## src/rtl/instruction_prefetch_unit_pkg.sv

```systemverilog
// Shared constants for the instruction prefetch front end.
package instruction_prefetch_unit_pkg;
  localparam logic [1:0]  AXI_RESP_OKAY      = 2'b00;
  localparam logic [31:0] DEFAULT_RESET_ADDR = 32'h0000_0000;
  localparam int unsigned FETCH_STRIDE       = 4;
endpackage

```

## src/rtl/instruction_prefetch_unit_if.sv

```systemverilog
// AXI-Lite read channel (AR + R) between the prefetch master and instruction memory.
interface instruction_prefetch_unit_if #(
  parameter int unsigned XLEN = 32
);
  logic [XLEN-1:0] araddr;
  logic            arvalid;
  logic            arready;
  logic [XLEN-1:0] rdata;
  logic [1:0]      rresp;
  logic            rvalid;
  logic            rready;

  modport master (
    output araddr, arvalid, rready,
    input  arready, rdata, rresp, rvalid
  );

  modport slave (
    input  araddr, arvalid, rready,
    output arready, rdata, rresp, rvalid
  );
endinterface

```

## src/rtl/instruction_prefetch_unit_fetch_fifo.sv

```systemverilog
// Fetch return FIFO: power-of-two depth, synchronous clear, head read straight from storage registers.
module fetch_fifo #(
  parameter int unsigned WIDTH = 8,
  parameter int unsigned DEPTH = 4
) (
  input  logic                         i_Clock,
  input  logic                         i_Reset,
  input  logic                         i_Clear,
  input  logic                         i_Push,
  input  logic [WIDTH-1:0]             i_Data,
  input  logic                         i_Pop,
  output logic [WIDTH-1:0]             o_Head,
  output logic                         o_Empty,
  output logic [$clog2(DEPTH+1)-1:0]   o_Count
);
  localparam int unsigned PTR_W = $clog2(DEPTH);
  localparam int unsigned CNT_W = $clog2(DEPTH + 1);

  logic [WIDTH-1:0] r_Mem [DEPTH];
  logic [PTR_W-1:0] r_Rd_Ptr;
  logic [PTR_W-1:0] r_Wr_Ptr;
  logic [CNT_W-1:0] r_Count;
  logic             w_Pop;

  assign w_Pop   = i_Pop && (r_Count != '0);
  assign o_Head  = r_Mem[r_Rd_Ptr];
  assign o_Empty = (r_Count == '0);
  assign o_Count = r_Count;

  always_ff @(posedge i_Clock) begin
    if (i_Reset) begin
      r_Rd_Ptr <= '0;
      r_Wr_Ptr <= '0;
      r_Count  <= '0;
      for (int i = 0; i < int'(DEPTH); i++) r_Mem[i] <= '0;
    end else if (i_Clear) begin
      r_Rd_Ptr <= '0;
      r_Wr_Ptr <= '0;
      r_Count  <= '0;
    end else begin
      if (i_Push) begin
        r_Mem[r_Wr_Ptr] <= i_Data;
        r_Wr_Ptr        <= r_Wr_Ptr + 1'b1;
      end
      if (w_Pop) r_Rd_Ptr <= r_Rd_Ptr + 1'b1;
      r_Count <= r_Count + CNT_W'(i_Push) - CNT_W'(w_Pop);
    end
  end

  // Credit accounting upstream must never let a push land on a full FIFO
  always @(posedge i_Clock) begin
    if (!i_Reset && !i_Clear) assert (!(i_Push && (r_Count == CNT_W'(DEPTH))));
  end
endmodule

```

## src/rtl/instruction_prefetch_unit.sv

```systemverilog
// Credit-limited AXI-Lite instruction prefetcher: keeps up to DEPTH reads in flight,
// buffers PC-tagged returns and drops stale beats after a redirect.
module instruction_prefetch_unit
  import instruction_prefetch_unit_pkg::*;
#(
  parameter int unsigned     XLEN       = 32,
  parameter int unsigned     DEPTH      = 4,
  parameter logic [XLEN-1:0] RESET_ADDR = XLEN'(DEFAULT_RESET_ADDR)
) (
  input  logic                       i_Clock,
  input  logic                       i_Reset,
  input  logic                       i_Enable,
  input  logic                       i_Redirect,
  input  logic [XLEN-1:0]            i_Redirect_Addr,
  input  logic                       i_Consume,
  output logic [XLEN-1:0]            o_Instruction,
  output logic [XLEN-1:0]            o_PC,
  output logic                       o_Fetch_Error,
  output logic                       o_Instruction_Valid,
  instruction_prefetch_unit_if.master s_axil
);
  localparam int unsigned CNT_W   = $clog2(DEPTH + 1);
  localparam int unsigned USED_W  = CNT_W + 1;
  localparam int unsigned ENTRY_W = 2 * XLEN + 1;

  logic [XLEN-1:0]    r_Fetch_PC;
  logic [XLEN-1:0]    r_Expect_PC;
  logic [XLEN-1:0]    r_Araddr;
  logic               r_Arvalid;
  logic               r_Rready;
  logic [CNT_W-1:0]   r_Inflight;
  logic [CNT_W-1:0]   r_Discard;

  logic [CNT_W-1:0]   w_Fifo_Count;
  logic               w_Fifo_Empty;
  logic [ENTRY_W-1:0] w_Head;
  logic               w_Ar_Fire;
  logic               w_R_Fire;
  logic               w_Push;
  logic               w_Pop;
  logic               w_Issue;
  logic [USED_W-1:0]  w_Used;
  logic [XLEN-1:0]    w_Redirect_PC;
  logic [XLEN-1:0]    w_Issue_PC;

  assign s_axil.araddr  = r_Araddr;
  assign s_axil.arvalid = r_Arvalid;
  assign s_axil.rready  = r_Rready;

  assign w_Ar_Fire     = r_Arvalid && s_axil.arready;
  assign w_R_Fire      = s_axil.rvalid && r_Rready;
  assign w_Redirect_PC = i_Redirect_Addr & ~XLEN'(3);
  assign w_Issue_PC    = i_Redirect ? w_Redirect_PC : r_Fetch_PC;

  // Every slot already buffered, in flight or being requested counts against the credit
  assign w_Used  = USED_W'(w_Fifo_Count) + USED_W'(r_Inflight) + USED_W'(r_Arvalid);
  assign w_Issue = i_Enable && (!r_Arvalid || s_axil.arready) && (w_Used < USED_W'(DEPTH));

  // Any beat seen in a redirect cycle, or while older beats remain to drop, is stale
  assign w_Push = w_R_Fire && !i_Redirect && (r_Discard == '0);
  assign w_Pop  = i_Consume && o_Instruction_Valid;

  assign o_Instruction_Valid = !w_Fifo_Empty && !i_Redirect;
  assign {o_PC, o_Instruction, o_Fetch_Error} = w_Head;

  always_ff @(posedge i_Clock) begin
    if (i_Reset) begin
      r_Fetch_PC  <= RESET_ADDR;
      r_Expect_PC <= RESET_ADDR;
      r_Araddr    <= '0;
      r_Arvalid   <= 1'b0;
      r_Rready    <= 1'b0;
      r_Inflight  <= '0;
      r_Discard   <= '0;
    end else begin
      r_Rready <= 1'b1;

      // r_Fetch_PC holds the next address not yet placed on the AR channel
      if (w_Issue) begin
        r_Arvalid  <= 1'b1;
        r_Araddr   <= w_Issue_PC;
        r_Fetch_PC <= w_Issue_PC + XLEN'(FETCH_STRIDE);
      end else begin
        if (w_Ar_Fire) r_Arvalid <= 1'b0;
        if (i_Redirect) r_Fetch_PC <= w_Redirect_PC;
      end

      r_Inflight <= r_Inflight + CNT_W'(w_Ar_Fire) - CNT_W'(w_R_Fire);

      if (i_Redirect) begin
        r_Discard   <= r_Inflight + CNT_W'(r_Arvalid) - CNT_W'(w_R_Fire);
        r_Expect_PC <= w_Redirect_PC;
      end else begin
        if (w_R_Fire && (r_Discard != '0)) r_Discard <= r_Discard - 1'b1;
        if (w_Push) r_Expect_PC <= r_Expect_PC + XLEN'(FETCH_STRIDE);
      end
    end
  end

  fetch_fifo #(
    .WIDTH (ENTRY_W),
    .DEPTH (DEPTH)
  ) u_fetch_fifo (
    .i_Clock (i_Clock),
    .i_Reset (i_Reset),
    .i_Clear (i_Redirect),
    .i_Push  (w_Push),
    .i_Data  ({r_Expect_PC, s_axil.rdata, (s_axil.rresp != AXI_RESP_OKAY)}),
    .i_Pop   (w_Pop),
    .o_Head  (w_Head),
    .o_Empty (w_Fifo_Empty),
    .o_Count (w_Fifo_Count)
  );
endmodule

```

## src/flat_wrapper.sv

```systemverilog
// flat-port wrapper written by rule: the top's interface ports become plain ports
module instruction_prefetch_unit_flat import instruction_prefetch_unit_pkg::*;
#(
  parameter int unsigned     XLEN       = 32,
  parameter int unsigned     DEPTH      = 4,
  parameter logic [XLEN-1:0] RESET_ADDR = XLEN'(DEFAULT_RESET_ADDR)
)
  (i_Clock, i_Reset, i_Enable, i_Redirect, i_Redirect_Addr, i_Consume, o_Instruction, o_PC, o_Fetch_Error, o_Instruction_Valid, s_axil_araddr, s_axil_arvalid, s_axil_rready, s_axil_arready, s_axil_rdata, s_axil_rresp, s_axil_rvalid);
  instruction_prefetch_unit_if #(.XLEN(XLEN)) s_axil_i ();
  input  logic i_Clock;
  input  logic i_Reset;
  input  logic i_Enable;
  input  logic i_Redirect;
  input  logic [XLEN-1:0] i_Redirect_Addr;
  input  logic i_Consume;
  output logic [XLEN-1:0] o_Instruction;
  output logic [XLEN-1:0] o_PC;
  output logic o_Fetch_Error;
  output logic o_Instruction_Valid;
  output wire logic [$bits(s_axil_i.araddr)-1:0] s_axil_araddr;
  output wire logic [$bits(s_axil_i.arvalid)-1:0] s_axil_arvalid;
  output wire logic [$bits(s_axil_i.rready)-1:0] s_axil_rready;
  input wire logic [$bits(s_axil_i.arready)-1:0] s_axil_arready;
  input wire logic [$bits(s_axil_i.rdata)-1:0] s_axil_rdata;
  input wire logic [$bits(s_axil_i.rresp)-1:0] s_axil_rresp;
  input wire logic [$bits(s_axil_i.rvalid)-1:0] s_axil_rvalid;
  assign s_axil_araddr = s_axil_i.araddr;
  assign s_axil_arvalid = s_axil_i.arvalid;
  assign s_axil_rready = s_axil_i.rready;
  assign s_axil_i.arready = s_axil_arready;
  assign s_axil_i.rdata = s_axil_rdata;
  assign s_axil_i.rresp = s_axil_rresp;
  assign s_axil_i.rvalid = s_axil_rvalid;
  instruction_prefetch_unit #(.XLEN(XLEN), .DEPTH(DEPTH), .RESET_ADDR(RESET_ADDR)) u_core (.i_Clock(i_Clock), .i_Reset(i_Reset), .i_Enable(i_Enable), .i_Redirect(i_Redirect), .i_Redirect_Addr(i_Redirect_Addr), .i_Consume(i_Consume), .o_Instruction(o_Instruction), .o_PC(o_PC), .o_Fetch_Error(o_Fetch_Error), .o_Instruction_Valid(o_Instruction_Valid), .s_axil(s_axil_i));
endmodule
```

## config.mk

```make
export PLATFORM = sky130hd
export DESIGN_NAME = instruction_prefetch_unit_flat
export DESIGN_NICKNAME = d
export VERILOG_FILES = /design/src/rtl/instruction_prefetch_unit_pkg.sv /design/src/rtl/instruction_prefetch_unit_if.sv /design/src/rtl/instruction_prefetch_unit_fetch_fifo.sv /design/src/rtl/instruction_prefetch_unit.sv /design/src/flat_wrapper.sv
export SDC_FILE = /design/constraint.sdc
export NUM_CORES = 1
export LEC_CHECK = 0
export ABC_AREA = 1
export CELL_PAD_IN_SITES_DETAIL_PLACEMENT = 2
export CELL_PAD_IN_SITES_GLOBAL_PLACEMENT = 2
export CORE_MARGIN = 1
export CORE_UTILIZATION = 30
export DETAILED_ROUTE_END_ITERATION = 10
export PLACE_DENSITY = 0.74
export SLEW_MARGIN = 5
export SYNTH_ARGS = -nofsm -noshare
export SYNTH_HDL_FRONTEND = slang
export SYNTH_HIERARCHICAL = 1
export SYNTH_SLANG_ARGS = --single-unit
```

## constraint.sdc

```tcl
create_clock -name i_Clock -period 18 [get_ports i_Clock]
set_input_delay 2.7 -clock i_Clock [delete_from_list [all_inputs] [get_ports i_Clock]]
set_output_delay 2.7 -clock i_Clock [all_outputs]
set_load 0.005 [all_outputs]
```

# Word-level counts from Yosys, hierarchy flattened
# Memories as Yosys holds them, arrays and structs flattened. A register that Yosys moved wholly into a read port is not among the register bits.
# Cells that the tools add are included.
# word_totals
ff_bits	111
ramBits	260
memories	1
elab_cells	70
# classes
muxes	20
add_sub_neg	13
n_reduce_logical	24
n_lt_le_gt_ge	1
# memory_table
memory	words	width	rd	rd_ports_with_merged_regs	write_ports	line	text
u_core.u_fetch_fifo.r_Mem	4	65	1	1	4	instruction_prefetch_unit_fetch_fifo.sv:19	logic [WIDTH-1:0] r_Mem [DEPTH];
# ops
cell	count
32-bit two-way mux	4
65-bit two-way mux	1
65-bit OR reduction	1
32-bit by 3-bit adder with 32-bit output (second input constant)	2
1-bit logical AND	10
1-bit two-way mux	10
3-bit by 1-bit adder with 3-bit output	3
3-bit by 1-bit subtractor with 3-bit output	3
2-bit nonzero test	4
3-bit logical NOT	2
2-bit two-way mux	3
3-bit two-way mux	2
3-bit nonzero test	2
2-bit by 1-bit adder with 2-bit output (second input constant)	2
3-bit by 3-bit adder with 4-bit output	1
4-bit by 1-bit adder with 4-bit output	1
4-bit by 3-bit less-than comparator with 1-bit output (second input constant)	1
1-bit logical NOT	3
3-bit by 1-bit subtractor with 3-bit output (second input constant)	1
2-bit OR reduction	1
1-bit logical OR	1

# Logic depth before layout (Yosys ltp)
# logic_depth
ltp_word	9
mapped_depth	15
mapped_depth_nobuf	14

# Hierarchy
# Netlist, hierarchy kept.
# by_module_without_submodules
module	area_per_inst_um2	instances	seq_area_each_um2	cells_per_inst
fetch_fifo	11785.1	1	7987.7	1107
instruction_prefetch_unit	5773.0	1	2042.0	857

# Least setup slack after synthesis
# OpenSTA, ideal clock, no wires.
# synth_timing
kind	input to register
from	input s_axil_rvalid
to	memory u_core/u_fetch_fifo/r_Mem[3][0] (netlist bit), enable pin
setup_time_ns	0.578
path_slack_ns	9.146
n_path_buf	1
stages	7
arrival_time_ns	8.277
path_cell_list	nand2_1 nor2_4 inv_1 nor2_2 buf_2 nand3_1 o21ai_0
# synth_lines
element	line	text
start, declared	flat_wrapper.sv:26	input wire logic [$bits(s_axil_i.rvalid)-1:0] s_axil_rvalid;
end, declared	instruction_prefetch_unit_fetch_fifo.sv:19	

# Worst setup path after layout
# layout_timing
from	input i_Redirect
to	output o_Instruction_Valid
# layout_via
elab_chain_cells	2
# layout_lines
element	line	text
start, declared	flat_wrapper.sv:13	input logic i_Redirect;
1-bit logical NOT	instruction_prefetch_unit.sv:63	assign o_Instruction_Valid = !w_Fifo_Empty && !i_Redirect;
1-bit logical AND	instruction_prefetch_unit.sv:63	
end, declared	flat_wrapper.sv:19	output logic o_Instruction_Valid;
# Every way passes these cells.

==> results.py <==
metrics = {
    "run_status": {
        "status": "finished, final reports clean",
    },
    "sta": {
        "skew_ns": 0.0216,
        "fmax_mhz": 152,
        "period_share_pct": 36.4,
        "setup_violations": 0,
        "finalMaxSlewViolations": 0,
        "finalWorstPathRequiredPeriod_ns": 6.56,
        "final.setup.tns_ns": 0,
        "hold_viol_final": 0,
        "rsz0062_at_grt": "false",
        "tightest_slew_ns": 1.10,
        "slew_headroom_pct": 26.4,
    },
    "setup_path": {
        "start_kind": "input pin",
        "cp_max_fo": 48,
        "worstSetupEndpointType": "output pin",
        "cp-startpoint": "i_Redirect",
        "crit_type": "in2out",
        "reg2regPathDepth": 11,
        "cp_data_arrival_time_ns": 3.86,
        "reg2reg_from": "u_core/r_Discard[0]$_SDFFE_PP0P_",
        "endpoint": "o_Instruction_Valid",
        "worst-r2r-setup-slack_ns": 14.07,
        "crit_required_ns": 15.30,
        "reg2reg_to": "u_core/u_fetch_fifo/r_Mem[0][38]$_SDFFCE_PN0P_",
    },
    "job": {
        "drv_cap": 0,
    },
    "synthesis": {
        "syn_area_sq_um": 17600,
        "async_reset_ff_share_pct": 0,
        "synthCells": 1964,
        "seq_area_frac_synth_pct": 57.1,
        "yosys-top-cells-area": "edfxtp_1 44%, dfxtp_1 13%, nor2_1 9.0%, o21ai_0 5.6%, inv_1 4.9%",
        "ys_ff_latch": 371,
        "yosysUniqueCellTypes": 46,
        "yosysWarnings": 6,
        "syn_avg_cell_area_sq_um": 8.94,
        "synth_top_flop_cell": "edfxtp_1",
        "synth_top_cell_by_area": "edfxtp_1",
        "synth_edf_count": 260,
        "synth_top_area_share_pct": 44.5,
    },
    "routing": {
        "dr.pass1.iters": 5,
        "initialDrtViolationCount": 476,
        "wl_per_cell_microns": 19.5,
        "routed_via_density": 4.88,
        "drc": 0,
        "ant_nets": 0,
        "wl_microns": 56600,
        "vias": 14100,
    },
    "pwr": {
        "netSwitchingPower_w": 0.000525,
        "pwr-share-comb_pct": 10.2,
        "finalPower_w": 0.00209,
        "power_density_nw_per_um2": 98.2,
        "power_frac_seq_pct": 47.1,
        "vdd_ir_drop_max_v": 0.0000603,
        "p_sw_share_pct": 25.1,
        "leakage_nw": 7.89,
        "intPower_w": 0.00157,
        "clkPwrFrac_pct": 42.7,
    },
    "placement": {
        "dp.cells": 2820,
        "dp_hpwl_microns": 35300,
        "gp_congestion": 0.804,
        "post_dp_cell_area_sq_um": 19900,
        "io_buffers": 170,
    },
    "layout": {
        "syn2layout_area_growth_pct": 21.5,
        "antennaDiodeCount": 0,
        "final_net_count": 2190,
        "fillers": 6400,
        "drive_above_1_share_pct": 10.6,
        "instances_no_fill": 2901,
        "design_area_sq_um": 21300,
    },
    "global_route": {
        "grt_pass1_wl_microns": 89000,
        "grt_pass1_vias": 15900,
        "grt_start_max_net_pins": 78,
        "overflow": 0,
        "grt_usage_pct": 19.1,
        "antenna_found_initial": 0,
    },
    "floorplan": {
        "initial_core_util_pct": 30.4,
        "die_h_microns": 244,
        "fp.dieArea_sq_um": 59500,
        "ios": 173,
        "die_w_microns": 244,
        "std_cell_rows": 88,
        "core_sq_um": 57800,
    },
    "clock_network": {
        "cts_buffers": 44,
        "cts_resized": 0,
        "clk_pin_slew_worst_paths_ns": 0.06,
        "worstSkewPairLatency_ns": 0.59,
        "hold_buffers": 0,
        "cts.sinks": 371,
        "cts_buffer_depth": 3,
        "cts_setup_buffers": 0,
        "htree_levels": 2,
        "root_buffer": "clkbuf_16",
        "cts_tree": "done",
    },
    "min_path": {
        "worstHoldPathType": "reg2reg",
    },
}
## power groups by stage
stage          clock (W)  combinational (W)  sequential [W]
4_1_cts         0.000923           0.000220        0.000987
5_1_grt         0.000951           0.000238        0.000992
3_3_place_gp           0           0.000211         0.00100
2_1_floorplan          0           0.000111        0.000999
6_report        0.000894           0.000214        0.000986
3_5_place_dp           0           0.000217         0.00100
## synth_stat cells, types with 20 or more instances
| master | instances |
|---|---|
| buf_2 | 22 |
| dfxtp_1 | 111 |
| inv_1 | 228 |
| nand2_1 | 224 |
| nor2_2 | 59 |
| a21oi_1 | 73 |
| inv_2 | 20 |
| o21ai_0 | 197 |
| edfxtp_1 | 260 |
| clkbuf_1 | 57 |
| nand2_2 | 22 |
| o22ai_1 | 65 |
| nand3_1 | 61 |
| nor2_1 | 420 |
## cell families (layout without fill, tap and decap cells)
group | count (synthesis) | after routing | synth area share, %
and+or+nand+nor | 852 | 852 | 21.6
DFF | 371 | 371 | 57.1
AOI/OAI and AO/OA | 368 | 368 | 11.3
buffers and inverters | 350 | 521 | 8.32
adders and majority gates | 16 | 16 | 1.27
xor gates and xnor gates | 6 | 6 | 0.299
other | 1 | 2 | 0.0214
## registers in the layout, summed over array words and instances (netlist names), named ones only
| name | flops |
|---|---|
| u_core/s_axil.arvalid | 1 |
| u_core/s_axil.araddr | 32 |
| u_core/r_Expect_PC | 30 |
| u_core/u_fetch_fifo/o_Count | 3 |
| u_core/u_fetch_fifo/r_Rd_Ptr | 2 |
| u_core/r_Discard | 3 |
| u_core/u_fetch_fifo/r_Wr_Ptr | 2 |
| u_core/r_Fetch_PC | 32 |
| u_core/s_axil.rready | 1 |
| u_core/r_Inflight | 3 |
| u_core/u_fetch_fifo/r_Mem | 260 |
## cell type report
class                      instances  area [sq um]  share of cell area, %
sequential                       371         10000                   47.1
multi-input combinational       1244          6120                   28.7
timing repair buffer             189          1840                   8.62
clock buffer                      57          1180                   5.54
tap                              765           957                   4.49
inverter                         251           947                   4.44
clock inverter                    24           245                   1.15
## worst min-delay path by stage
stage               cells after the start                               to  slack [ns]                             from
floorplan                               2  u_core/r_Fetch_PC[0]$_SDFF_PP0_        0.43  u_core/r_Fetch_PC[0]$_SDFF_PP0_
global placement                        2  u_core/r_Fetch_PC[1]$_SDFF_PP0_        0.44  u_core/r_Fetch_PC[1]$_SDFF_PP0_
detailed placement                      2  u_core/r_Fetch_PC[1]$_SDFF_PP0_        0.46  u_core/r_Fetch_PC[1]$_SDFF_PP0_
CTS                                     2  u_core/r_Fetch_PC[1]$_SDFF_PP0_        0.47  u_core/r_Fetch_PC[1]$_SDFF_PP0_
global route                            2  u_core/r_Fetch_PC[1]$_SDFF_PP0_        0.49  u_core/r_Fetch_PC[1]$_SDFF_PP0_
finish                                  2  u_core/r_Fetch_PC[1]$_SDFF_PP0_        0.46  u_core/r_Fetch_PC[1]$_SDFF_PP0_
## layer usage
layer / routed length [microns] / share of wire (%) / GRT usage [%] / up-vias
li1: - / - / - / 6732
met1: 24800 / 44 / 23.4 / 7094
met2: 28900 / 51 / 34.5 / 233
met3: 1600 / 2.8 / 2.28 / 89
met4: 1330 / 2.4 / 6.19 / 0
met5: 0 / 0 / 0 / -
## cell usage in the layout (no fill, tap or decap), types with 2 or more instances in the layout
cell type,instances
inv_2,19
nor2_2,58
clkbuf_1,11
buf_4,19
nor2_4,19
nand2_4,12
a31oi_1,19
clkdlybuf4s50_1,169
nand2_1,219
nand4_1,13
nand3_2,4
o211ai_1,3
edfxtp_1,260
clkbuf_16,45
o21a_1,3
inv_1,227
xnor2_1,2
dfxtp_1,109
nor3_1,16
o21ai_0,196
nand3_1,61
nor2_1,420
xor2_1,4
fa_1,3
ha_1,13
or2_2,2
nand2_2,23
a21oi_1,73
conb_1,2
clkinv_1,13
a221oi_1,2
clkinv_2,8
bufinv_16,4
o22ai_1,65
## critical path: stages
cell	delay [ns]
buf_2	0.08
buf_4	0.49
nor2_1	0.11
clkdlybuf4s50_1	0.47
## per-stage QoR
| step | hold slack [ns] | util (%) | setup slack (ns) |
|---|---|---|---|
| finish | 0.461 | 36.9 | 11.44 |
| global route | 0.492 | 36.9 | 11.35 |
| CTS | 0.466 | 36.9 | 11.39 |
| detailed placement | 0.457 | 34.4 | 11.28 |
| global placement | 0.443 | 34.4 | 11.32 |
| floorplan | 0.426 | - | 9.15 |
No activity file was read; power rests on OpenSTA's default activity.
==> variant: new RTL, same settings <==
Reset style: asynchronous (`i_Reset`), changed in 2 clocked blocks.
--- a/src/rtl/instruction_prefetch_unit_fetch_fifo.sv
+++ b/src/rtl/instruction_prefetch_unit_fetch_fifo.sv
@@ -27,7 +27,7 @@
   assign o_Empty = (r_Count == '0);
   assign o_Count = r_Count;
 
-  always_ff @(posedge i_Clock) begin
+  always_ff @(posedge i_Clock or posedge i_Reset) begin
     if (i_Reset) begin
       r_Rd_Ptr <= '0;
       r_Wr_Ptr <= '0;
--- a/src/rtl/instruction_prefetch_unit.sv
+++ b/src/rtl/instruction_prefetch_unit.sv
@@ -63,7 +63,7 @@
   assign o_Instruction_Valid = !w_Fifo_Empty && !i_Redirect;
   assign {o_PC, o_Instruction, o_Fetch_Error} = w_Head;
 
-  always_ff @(posedge i_Clock) begin
+  always_ff @(posedge i_Clock or posedge i_Reset) begin
     if (i_Reset) begin
       r_Fetch_PC  <= RESET_ADDR;
       r_Expect_PC <= RESET_ADDR;
Function: differs if i_Reset is asserted again (counterexample within 4 cycles, from zero or initial values and one cycle with i_Reset high); with i_Reset held inactive, the same outputs for 4 cycles.
==> variant against the unedited design <==
- synthesized area increased by 3.7%
- wire length increased by 4.9%
- synthesized cell count increased by 8.7%
- clock skew decreased by 0.0043 ns
- register-to-register slack improved by 0.16 ns
- critical path depth increased by 1
- worst setup slack improved by 0.030 ns
- via count increased by 8.6%
- maximum frequency increased by 0.46%
- cell area increased by 1.5%
- sequential cell count decreased by 2
Power is not compared: it rests on default switching activity, and its combinational part moved more than twofold at a synthesized area within 25%.
==> variant: results (changes against the unedited design) <==
The total of clock buffers placed in the layout came out at 66 (+16%). The slew at the pin closest to its max-slew limit is 1.10 ns (-0.00669 ns). Number of cells after detailed placement: 2,972 (+5.4%). The tools report the count of unique library cells instantiated by Yosys as 45 (-2.2%). The maximum number of pins on one net before global-route repair came out at 116 (+49%). The slack of the worst reg-to-reg path was 14.23 ns (+0.16 ns). The clock network area share is 0.0701 (+0.00323), and the total clock buffers created by CTS is 46 (+4.5%). The path depth of the worst reg2reg path is 13 (+2). The final estimated routing congestion in global placement was 0.774 (-3.8%). The average footprint of a synthesized cell is 8.53 um2 (-4.6%). The initial detailed-routing violation count was 662 (+39%); the ratio of cells with drive above 1 in the final layout was 0.115 (+0.00825). The total of fill cells in the finished design came out at 6,633 (+3.6%). For the minimum setup slack after placement, the log shows 11.54 ns (+0.254 ns).

The critical path's largest stage delay was 0.78 ns (+0.29 ns); the fraction of synthesis flops using an asynchronous set or reset pin was 1.00 (+1.00). Final net count: 2,340 (+6.8%). The logs give 369 (-0.54%) for the number of sequential cells and 0.198 (+0.00661) for the global-route usage over all layers. For the footprint of the multi-input gates, the log shows 0.00742 mm2 (+21%). Final HPWL from detailed placement: 39.0 mm (+10%).

The via total after detailed routing was 15,400 (+8.6%); the global-route wire length before repair was 95.8 mm (+7.7%). The flow ran to the end, and the final reports show no timing, DRC or antenna violations. The run gives 59.4 mm (+4.9%) as the routed wire length. Sorting the synthesized cells by how often they occur yields sky130_fd_sc_hd__nand2_1, sky130_fd_sc_hd__dfrtp_1, sky130_fd_sc_hd__o21ai_0, sky130_fd_sc_hd__nor2_1, sky130_fd_sc_hd__inv_1. Ranked by total cell area, the synthesized netlist is headed by sky130_fd_sc_hd__dfrtp_1, sky130_fd_sc_hd__nand2_1, sky130_fd_sc_hd__o21ai_0. The launch instance of the worst register-to-register path was u_core/r_Discard[0].

The count of multi-input combinational gates was 1,465 (+18%).
## variant: worst max path at each step
stage / to / slack (ns) / cells past startpoint
2_1_floorplan: u_core/u_fetch_fifo/o_Count[0] / 7.95 / 1
3_3_place_gp: u_core/u_fetch_fifo/r_Mem[115] / 11.62 / 12
3_5_place_dp: u_core/u_fetch_fifo/r_Mem[121] / 11.54 / 12
4_1_cts: o_Instruction[23] / 11.36 / 5
5_1_grt: o_Instruction[23] / 11.26 / 5
6_report: o_Instruction[23] / 11.47 / 5
## variant: metal layers
layer / share of wire / vias up / global-route usage
li1: - / 7205 / -
met1: 0.45 / 7842 / 0.252
met2: 0.49 / 233 / 0.340
met3: 0.035 / 91 / 0.0316
met4: 0.028 / 0 / 0.0631
met5: 0 / - / 0
## variant: kinds of logic (layout without fill, tap and decap cells)
kind of cell	count (synthesis)	in the layout	share of synthesized area
flip-flops	369	369	0.507
buffers and inverters	302	445	0.0852
adder cells (fa/ha/maj)	20	20	0.0150
other	2	3	0.000413
XOR/XNOR	26	26	0.0125
AND/OR/NAND/NOR	874	874	0.199
AO/OA/AOI/OAI	542	542	0.180
## variant: worst reg2reg max path: cells and delay by family (launching register included)
| kind | cells | cell delay, ns |
|---|---|---|
| buffers and inverters | 5 | 1.59 |
| AO/OA/AOI/OAI | 1 | 0.08 |
| flip-flops | 1 | 0.37 |
| adder cells (fa/ha/maj) | 1 | 0.17 |
| AND/OR/NAND/NOR | 6 | 1.42 |
## variant: per-stage QoR
step / instance area (um2) / hold WS (ns) / power (mW)
floorplan: 18200 / 0.448 / 1.32
global placement: 20100 / 0.460 / 1.62
detailed placement: 20100 / 0.466 / 1.65
CTS: 21600 / 0.480 / 2.61
global route: 21600 / 0.490 / 2.71
finish: 21600 / 0.478 / 2.56
